### config.mk
export PLATFORM = sky130hd
export DESIGN_NAME = rf_wr_arbiter_flat
export DESIGN_NICKNAME = d
export VERILOG_FILES = /design/src/rtl/rf_wr_arbiter_pkg.sv /design/src/rtl/rf_wr_arbiter_if.sv /design/src/rtl/rf_wr_arbiter_ll_result_buf.sv /design/src/rtl/rf_wr_arbiter.sv /design/src/flat_wrapper.sv
export SDC_FILE = /design/constraint.sdc
export NUM_CORES = 1
export LEC_CHECK = 0
export CAP_MARGIN = 30
export CORE_MARGIN = 4
export CORE_UTILIZATION = 38
export DETAILED_ROUTE_END_ITERATION = 10
export GPL_TIMING_DRIVEN = 0
export HOLD_SLACK_MARGIN = 0.15
export PLACE_DENSITY = 0.86
export SYNTH_ARGS = -nofsm -noshare
export SYNTH_HDL_FRONTEND = slang
export SYNTH_SLANG_ARGS = --single-unit
export TNS_END_PERCENT = 100
### constraint.sdc
create_clock -name clk -period 2.41 [get_ports clk]
set_input_delay 0.3615 -clock clk [delete_from_list [all_inputs] [get_ports clk]]
set_output_delay 0.3615 -clock clk [all_outputs]
set_load 0.02 [all_outputs]
### src/rtl/rf_wr_arbiter_pkg.sv
// Shared types and defaults for the register-file write-port arbiter.
package rf_wr_arbiter_pkg;

  typedef enum logic [1:0] {
    WR_SEL_NONE,
    WR_SEL_WB,
    WR_SEL_LL
  } wrSel_e;

  typedef enum logic {
    LL_BUF_EMPTY,
    LL_BUF_FULL
  } llBufState_e;

  localparam int unsigned XLEN_DEFAULT    = 32;
  localparam int unsigned AGE_MAX_DEFAULT = 4;

endpackage

### src/rtl/rf_wr_arbiter_if.sv
// Writeback, long-latency and register-file port bundle of rf_wr_arbiter.
interface rf_wr_arbiter_if #(
  parameter int unsigned XLEN = 32
);
  logic            wb_valid_i;
  logic [4:0]      wb_rd_i;
  logic [XLEN-1:0] wb_data_i;
  logic            wb_stall_o;

  logic            ll_valid_i;
  logic            ll_ready_o;
  logic [4:0]      ll_rd_i;
  logic [XLEN-1:0] ll_data_i;
  logic            ll_pending_o;
  logic [4:0]      ll_pending_rd_o;

  logic            rf_we_o;
  logic [4:0]      rf_waddr_o;
  logic [XLEN-1:0] rf_wdata_o;

  modport master (
    output wb_valid_i, wb_rd_i, wb_data_i, ll_valid_i, ll_rd_i, ll_data_i,
    input  wb_stall_o, ll_ready_o, ll_pending_o, ll_pending_rd_o,
           rf_we_o, rf_waddr_o, rf_wdata_o
  );

  modport slave (
    input  wb_valid_i, wb_rd_i, wb_data_i, ll_valid_i, ll_rd_i, ll_data_i,
    output wb_stall_o, ll_ready_o, ll_pending_o, ll_pending_rd_o,
           rf_we_o, rf_waddr_o, rf_wdata_o
  );
endinterface

### src/rtl/rf_wr_arbiter_ll_result_buf.sv
// One-entry buffer for a long-latency result; drains or drops on request.
module ll_result_buf
  import rf_wr_arbiter_pkg::*;
#(
  parameter int unsigned XLEN = XLEN_DEFAULT
) (
  input  logic            clk,
  input  logic            rst_n,
  input  logic            in_valid,
  input  logic [4:0]      in_rd,
  input  logic [XLEN-1:0] in_data,
  input  logic            drain,
  output logic            ready,
  output logic            full,
  output logic [4:0]      rd,
  output logic [XLEN-1:0] data
);

  llBufState_e state;

  // rd/data are cleared on drain so rd doubles as the pending-rd output.
  always_ff @(posedge clk or negedge rst_n) begin
    if (!rst_n) begin
      state <= LL_BUF_EMPTY;
      ready <= 1'b1;
      rd    <= '0;
      data  <= '0;
    end else begin
      case (state)
        LL_BUF_EMPTY: begin
          if (in_valid) begin
            state <= LL_BUF_FULL;
            ready <= 1'b0;
            rd    <= in_rd;
            data  <= in_data;
          end
        end
        LL_BUF_FULL: begin
          if (drain) begin
            state <= LL_BUF_EMPTY;
            ready <= 1'b1;
            rd    <= '0;
            data  <= '0;
          end
        end
        default: begin
          state <= LL_BUF_EMPTY;
          ready <= 1'b1;
        end
      endcase
    end
  end

  assign full = (state == LL_BUF_FULL);

endmodule

### src/rtl/rf_wr_arbiter.sv
// Register-file write-port arbiter between writeback and a long-latency unit.
// Optional feature: RF_ARB_AGING_EN (WB wins conflicts until the buffer ages out).
module rf_wr_arbiter
  import rf_wr_arbiter_pkg::*;
#(
  parameter int unsigned XLEN    = XLEN_DEFAULT,
  parameter int unsigned AGE_MAX = AGE_MAX_DEFAULT
) (
  input  logic               clk,
  input  logic               rst_n,
  rf_wr_arbiter_if.slave     bus
);

  if (AGE_MAX < 1 || AGE_MAX > 15) begin : g_age_range
    $error("AGE_MAX out of range 1..15");
  end

  logic            buf_ready;
  logic            buf_full;
  logic [4:0]      buf_rd;
  logic [XLEN-1:0] buf_data;
  logic            drain;
  logic            pw;
  logic            bw;
  logic            same_rd;
  logic            buf_wins;
  logic            stall;
  wrSel_e          sel;

  ll_result_buf #(.XLEN(XLEN)) u_buf (
    .clk      (clk),
    .rst_n    (rst_n),
    .in_valid (bus.ll_valid_i),
    .in_rd    (bus.ll_rd_i),
    .in_data  (bus.ll_data_i),
    .drain    (drain),
    .ready    (buf_ready),
    .full     (buf_full),
    .rd       (buf_rd),
    .data     (buf_data)
  );

  // Writes are suppressed while reset is held.
  assign pw      = rst_n & bus.wb_valid_i & (bus.wb_rd_i != 5'd0);
  assign bw      = buf_full & (buf_rd != 5'd0);
  assign same_rd = (bus.wb_rd_i == buf_rd);

  always_comb begin
    sel   = WR_SEL_NONE;
    stall = 1'b0;
    drain = buf_full & (buf_rd == 5'd0);
    if (pw && bw) begin
      if (same_rd) begin
        sel   = WR_SEL_WB;
        drain = 1'b1;
      end else if (buf_wins) begin
        sel   = WR_SEL_LL;
        drain = 1'b1;
        stall = 1'b1;
      end else begin
        sel   = WR_SEL_WB;
      end
    end else if (pw) begin
      sel = WR_SEL_WB;
    end else if (bw) begin
      sel   = WR_SEL_LL;
      drain = 1'b1;
    end
  end

`ifdef RF_ARB_AGING_EN
  localparam logic [3:0] AGE_LIM = 4'(AGE_MAX);
  logic [3:0] age_q;
  logic       lose;

  assign lose     = pw & bw & ~same_rd & (sel == WR_SEL_WB);
  assign buf_wins = (age_q >= AGE_LIM);

  always_ff @(posedge clk or negedge rst_n) begin
    if (!rst_n) begin
      age_q <= '0;
    end else if (drain) begin
      age_q <= '0;
    end else if (lose && age_q != AGE_LIM) begin
      age_q <= age_q + 4'd1;
    end
  end
`else
  assign buf_wins = 1'b1;
`endif

  always_comb begin
    bus.rf_we_o    = 1'b0;
    bus.rf_waddr_o = '0;
    bus.rf_wdata_o = '0;
    case (sel)
      WR_SEL_WB: begin
        bus.rf_we_o    = 1'b1;
        bus.rf_waddr_o = bus.wb_rd_i;
        bus.rf_wdata_o = bus.wb_data_i;
      end
      WR_SEL_LL: begin
        bus.rf_we_o    = 1'b1;
        bus.rf_waddr_o = buf_rd;
        bus.rf_wdata_o = buf_data;
      end
      default: ;
    endcase
  end

  assign bus.wb_stall_o      = stall;
  assign bus.ll_ready_o      = buf_ready;
  assign bus.ll_pending_o    = buf_full;
  assign bus.ll_pending_rd_o = buf_rd;

endmodule
### src/flat_wrapper.sv
// flat-port wrapper written by rule: the top's interface ports become plain ports
module rf_wr_arbiter_flat import rf_wr_arbiter_pkg::*;
#(
  parameter int unsigned XLEN    = XLEN_DEFAULT,
  parameter int unsigned AGE_MAX = AGE_MAX_DEFAULT
)
  (clk, rst_n, bus_wb_valid_i, bus_wb_rd_i, bus_wb_data_i, bus_ll_valid_i, bus_ll_rd_i, bus_ll_data_i, bus_wb_stall_o, bus_ll_ready_o, bus_ll_pending_o, bus_ll_pending_rd_o, bus_rf_we_o, bus_rf_waddr_o, bus_rf_wdata_o);
  rf_wr_arbiter_if #(.XLEN(XLEN)) bus_i ();
  input  logic clk;
  input  logic rst_n;
  input wire logic [$bits(bus_i.wb_valid_i)-1:0] bus_wb_valid_i;
  input wire logic [$bits(bus_i.wb_rd_i)-1:0] bus_wb_rd_i;
  input wire logic [$bits(bus_i.wb_data_i)-1:0] bus_wb_data_i;
  input wire logic [$bits(bus_i.ll_valid_i)-1:0] bus_ll_valid_i;
  input wire logic [$bits(bus_i.ll_rd_i)-1:0] bus_ll_rd_i;
  input wire logic [$bits(bus_i.ll_data_i)-1:0] bus_ll_data_i;
  output wire logic [$bits(bus_i.wb_stall_o)-1:0] bus_wb_stall_o;
  output wire logic [$bits(bus_i.ll_ready_o)-1:0] bus_ll_ready_o;
  output wire logic [$bits(bus_i.ll_pending_o)-1:0] bus_ll_pending_o;
  output wire logic [$bits(bus_i.ll_pending_rd_o)-1:0] bus_ll_pending_rd_o;
  output wire logic [$bits(bus_i.rf_we_o)-1:0] bus_rf_we_o;
  output wire logic [$bits(bus_i.rf_waddr_o)-1:0] bus_rf_waddr_o;
  output wire logic [$bits(bus_i.rf_wdata_o)-1:0] bus_rf_wdata_o;
  assign bus_i.wb_valid_i = bus_wb_valid_i;
  assign bus_i.wb_rd_i = bus_wb_rd_i;
  assign bus_i.wb_data_i = bus_wb_data_i;
  assign bus_i.ll_valid_i = bus_ll_valid_i;
  assign bus_i.ll_rd_i = bus_ll_rd_i;
  assign bus_i.ll_data_i = bus_ll_data_i;
  assign bus_wb_stall_o = bus_i.wb_stall_o;
  assign bus_ll_ready_o = bus_i.ll_ready_o;
  assign bus_ll_pending_o = bus_i.ll_pending_o;
  assign bus_ll_pending_rd_o = bus_i.ll_pending_rd_o;
  assign bus_rf_we_o = bus_i.rf_we_o;
  assign bus_rf_waddr_o = bus_i.rf_waddr_o;
  assign bus_rf_wdata_o = bus_i.rf_wdata_o;
  rf_wr_arbiter #(.XLEN(XLEN), .AGE_MAX(AGE_MAX)) u_core (.clk(clk), .rst_n(rst_n), .bus(bus_i));
endmodule
==> results.txt <==
----------------------------------------------------
[Synth]
  Multiplexer share of the synthesized area ... 17.0%
  Largest area contributor in the synthesized netlist ... sky130_fd_sc_hd__dfrtp_1
  Post-Syn Area per Cell ... 11.0 sq um
  Synth cell count leaders ... sky130_fd_sc_hd__nor2_1 (39), sky130_fd_sc_hd__dfrtp_1 (38), sky130_fd_sc_hd__mux2i_1 (37)
  Instance count of the mapped netlist ... 199
  Mapped cell area ... 0.00218 sq mm
  Compound-gate portion of the synthesized area ... 19.6%
  Adder-cell share of the synthesized area ... 0%
  Largest family of logic cells by synthesized area ... compound AO/OA/AOI/OAI gates
  Area share of the largest cell type after synthesis ... 43.6%
  Net count after synthesis ... 277
  Post-synth EDFFs ... 0
  Proportion of register bits with asynchronous set or reset after synthesis ... 100%
  Main area contributors after synthesis ... sky130_fd_sc_hd__dfrtp_1 (44%), sky130_fd_sc_hd__mux2i_1 (17%), sky130_fd_sc_hd__a32o_1 (15%), sky130_fd_sc_hd__nor2_1 (6.7%), sky130_fd_sc_hd__buf_6 (3.1%)
  Total of flip-flops plus latches after synthesis ... 39
  Synth cell types ... 25
  Seq/Total Area, Yosys ... 44.8%
  Warnings, synthesis ... 0
  Area fraction in and, or, nand and nor cells after synthesis ... 10.3%
  Most frequent cell after synthesis ... sky130_fd_sc_hd__nor2_1
  Synth Flop Type ... sky130_fd_sc_hd__dfrtp_1
  Synth Area in XOR/XNOR ... 2.01%

[Cells and area]
  Final core area utilization ... 69.3%
  Number of antenna diodes ... 0
  Area growth, synth to finish ... 76.2%
  Layout Nets ... 419
  Filler-free cell count of the finished design ... 414
  Share of layout cells above drive strength 1 ... 27.2%

[Worst setup path]
  Endpoint kind of the worst setup timing path ... primary output
  R2r startpoint ... u_core.u_buf.full
  Required @ worst endpoint ... 2.05 ns
  Number of cells on the worst reg-to-reg path ... 3
  Worst path depth ... 7
  CP peak stage delay ... 0.54 ns
  Arr. time, crit path ... 2.18 ns
  Critical path buffers and inverters ... 3
  Beginning of the critical path ... u_core.u_buf.rd[2]
  Type of the worst setup path ... flip-flop to primary output
  Startpoint class of the critical path ... flip-flop
  Cell chain of the critical path ... or4_4 -> o21ai_4 -> a31oi_4 -> buf_12 -> buf_8 -> a32o_2 -> buf_6
  Slowest stage cell, crit path ... sky130_fd_sc_hd__or4_4
  Top fanout value on the critical path ... 10
  Cell family with most CP delay ... simple AND/OR/NAND/NOR gates

[Routing]
  First DRT Iteration DRCs ... 96
  DR WL/cell ... 18.1 um
  DRC Markers ... 0
  Met2 Routed Length ... 3.83 mm
  Final WL ... 7.50 mm
  Top metal layer carrying routed signals ... met4
  Number of antenna-violating nets in the routed design ... 0
  Via Count ... 2220
  DR vias/cell ... 5.36
  Detail Route met3 WL ... 434 um
  Post-route met1 wirelength ... 3.14 mm
  Number of detailed-route iterations in the first pass ... 4

[Status]
  Status ... complete, but fails checks
  Violations in the final reports ... setup timing

[Place]
  Placed insts ... 394
  Half-perimeter wire length after detailed placement ... 5.51 mm
  Routability congestion estimate from global placement ... 0.788
  IO Port Bufs ... 122

[Global route]
  Via count of the first global-routing pass ... 2379
  Maximum number of pins on one net before global-route repair ... 23
  First-pass GRT wire length ... 12.4 mm
  Total global routing track utilization ... 21.8%
  Initial antenna violation count ... 0
  Total overflow reported by the global router ... 0

[Timing]
  Post-route worst hold slack ... 0.527 ns
  Max-slew headroom ... 48.6%
  Final count of hold timing violations ... 0
  Period Utilization, post-route ... 106%
  Highest Clock Rate ... 0.393 GHz
  Setup repair after global routing missed its margin ... true
  Worst-case setup margin in the final layout ... -0.135 ns
  Number of setup violations in the final report ... 32
  Final number of max-transition violations ... 0
  Setup Total Neg Slack ... -3.65 ns
  Worst clock skew ... 0.00612 ns
  Final Critical Period ... 2.55 ns
  Worst Tran Pin Value ... 0.769 ns

[Worst hold path]
  Cell depth of the worst min-delay path ... 2
  Class of the worst hold path ... flip-flop to flip-flop
  Source of the worst hold timing path ... u_core.u_buf.data[18]

[Die]
  Y dimension of the die ... 83.7 um
  Die Outline Area ... 0.00701 sq mm
  Starting density of the core ... 39.3%
  Boundary Pins ... 124
  Die Wd ... 83.7 um
  Standard-cell row count ... 27
  Core Region ... 0.00554 sq mm

[Power]
  Worst vdd ir ... 0.293 mV
  Power consumption ... 2030 uW
  Leakage power ... 0.00180 uW
  P per Cell Area ... 529 mW/mm^2

[Clocking]
  Buffer depth of the longest clock path ... 2
  CTS H-Tree Depth ... 2
  Clock tree from TritonCTS ... yes
  Worst-path clk slew ... 0.08 ns
  CTS root buf ... sky130_fd_sc_hd__clkbuf_8
  Clock sinks ... 39
  Clock buffers created by TritonCTS ... 5
  Clock insertion delay at the later pin of the skew report ... 0.29 ns

[Job]
  Reported max-cap violation count ... 0

----------------------------------------------------
layout by cell type, fill, tap and decap left out, types with 4 or more instances in the layout:
master                             n
sky130_fd_sc_hd__clkdlybuf4s50_1  77
sky130_fd_sc_hd__buf_6            40
sky130_fd_sc_hd__nor2_1           39
sky130_fd_sc_hd__mux2i_1          37
sky130_fd_sc_hd__dfrtp_1          36
sky130_fd_sc_hd__a32o_1           22
sky130_fd_sc_hd__buf_4            13
sky130_fd_sc_hd__nand2_1          11
sky130_fd_sc_hd__a32o_2           10
sky130_fd_sc_hd__clkbuf_1          7
sky130_fd_sc_hd__clkbuf_8          6
sky130_fd_sc_hd__buf_2             5
sky130_fd_sc_hd__xor2_1            4
worst min-delay path, cell delays in order (launching register included):
cell and delay, ns:
sky130_fd_sc_hd__dfrtp_1 0.35, sky130_fd_sc_hd__mux2i_1 0.07, sky130_fd_sc_hd__nor2_1 0.07
power by group:
part           internal (uW)  switching (uW)
Combinational            385             331
Sequential               713            39.7
Clock                    335             228
repair_timing:
item                       CTS  global route
hold endpoints to repair    16             0
setup endpoints to repair   39            39
hold buffers                 2             0
gates cloned                 2             0
buffers inserted             7             1
pin swaps                    8             3
gates resized for setup    246            11
metal layers:
layer	track usage [%]	vias up
met4	5.85	0
met3	6.22	10
met5	0	-
met1	27.1	1099
met2	37.0	79
li1	-	1032
sequential cells by signal (all words and copies together), names as in the netlist:
| register | flops |
|---|---|
| u_core.u_buf.ready | 1 |
| u_core.u_buf.full | 1 |
| u_core.u_buf.rd | 5 |
| u_core.u_buf.data | 32 |
area by class of cell:
class | instances | area [sq um]
clock buffer | 6 | 82.6
inverter | 1 | 3.75
fill | 459 | 1700
tap | 72 | 90.1
sequential | 39 | 980
timing repair buffer | 135 | 1380
clock inverter | 2 | 35.0
multi-input combinational | 140 | 1120
buffer | 19 | 143
cell families (layout without fill, tap and decap cells):
| logic type | Yosys count | after routing |
|---|---|---|
| DFF | 39 | 39 |
| and+or+nand+nor | 54 | 54 |
| muxes | 37 | 37 |
| AOI/OAI and AO/OA | 44 | 44 |
| xor gates and xnor gates | 5 | 5 |
| buffers and inverters | 20 | 163 |
stage by stage:
step / instance area, sq um / setup WS [ns]
global placement: 3490 / -1.69
floorplan: 2180 / 0.199
detailed placement: 3510 / -0.815
finish: 3840 / -0.135
CTS: 3820 / -0.154
global route: 3840 / -0.207
final timing paths:
path	to	slack (ns)
worst max-delay path	bus_rf_wdata_o[31]	-0.14
worst min-delay path	u_core.u_buf.data[18]	0.53
worst max register to register	u_core.u_buf.data[6]	0.98
worst min register to register	u_core.u_buf.data[18]	0.53
max in group asynchronous	u_core.u_buf.rd[2]	1.11
min in group asynchronous	u_core.u_buf.data[29]	0.77
No activity file was read; power rests on OpenSTA's default activity.
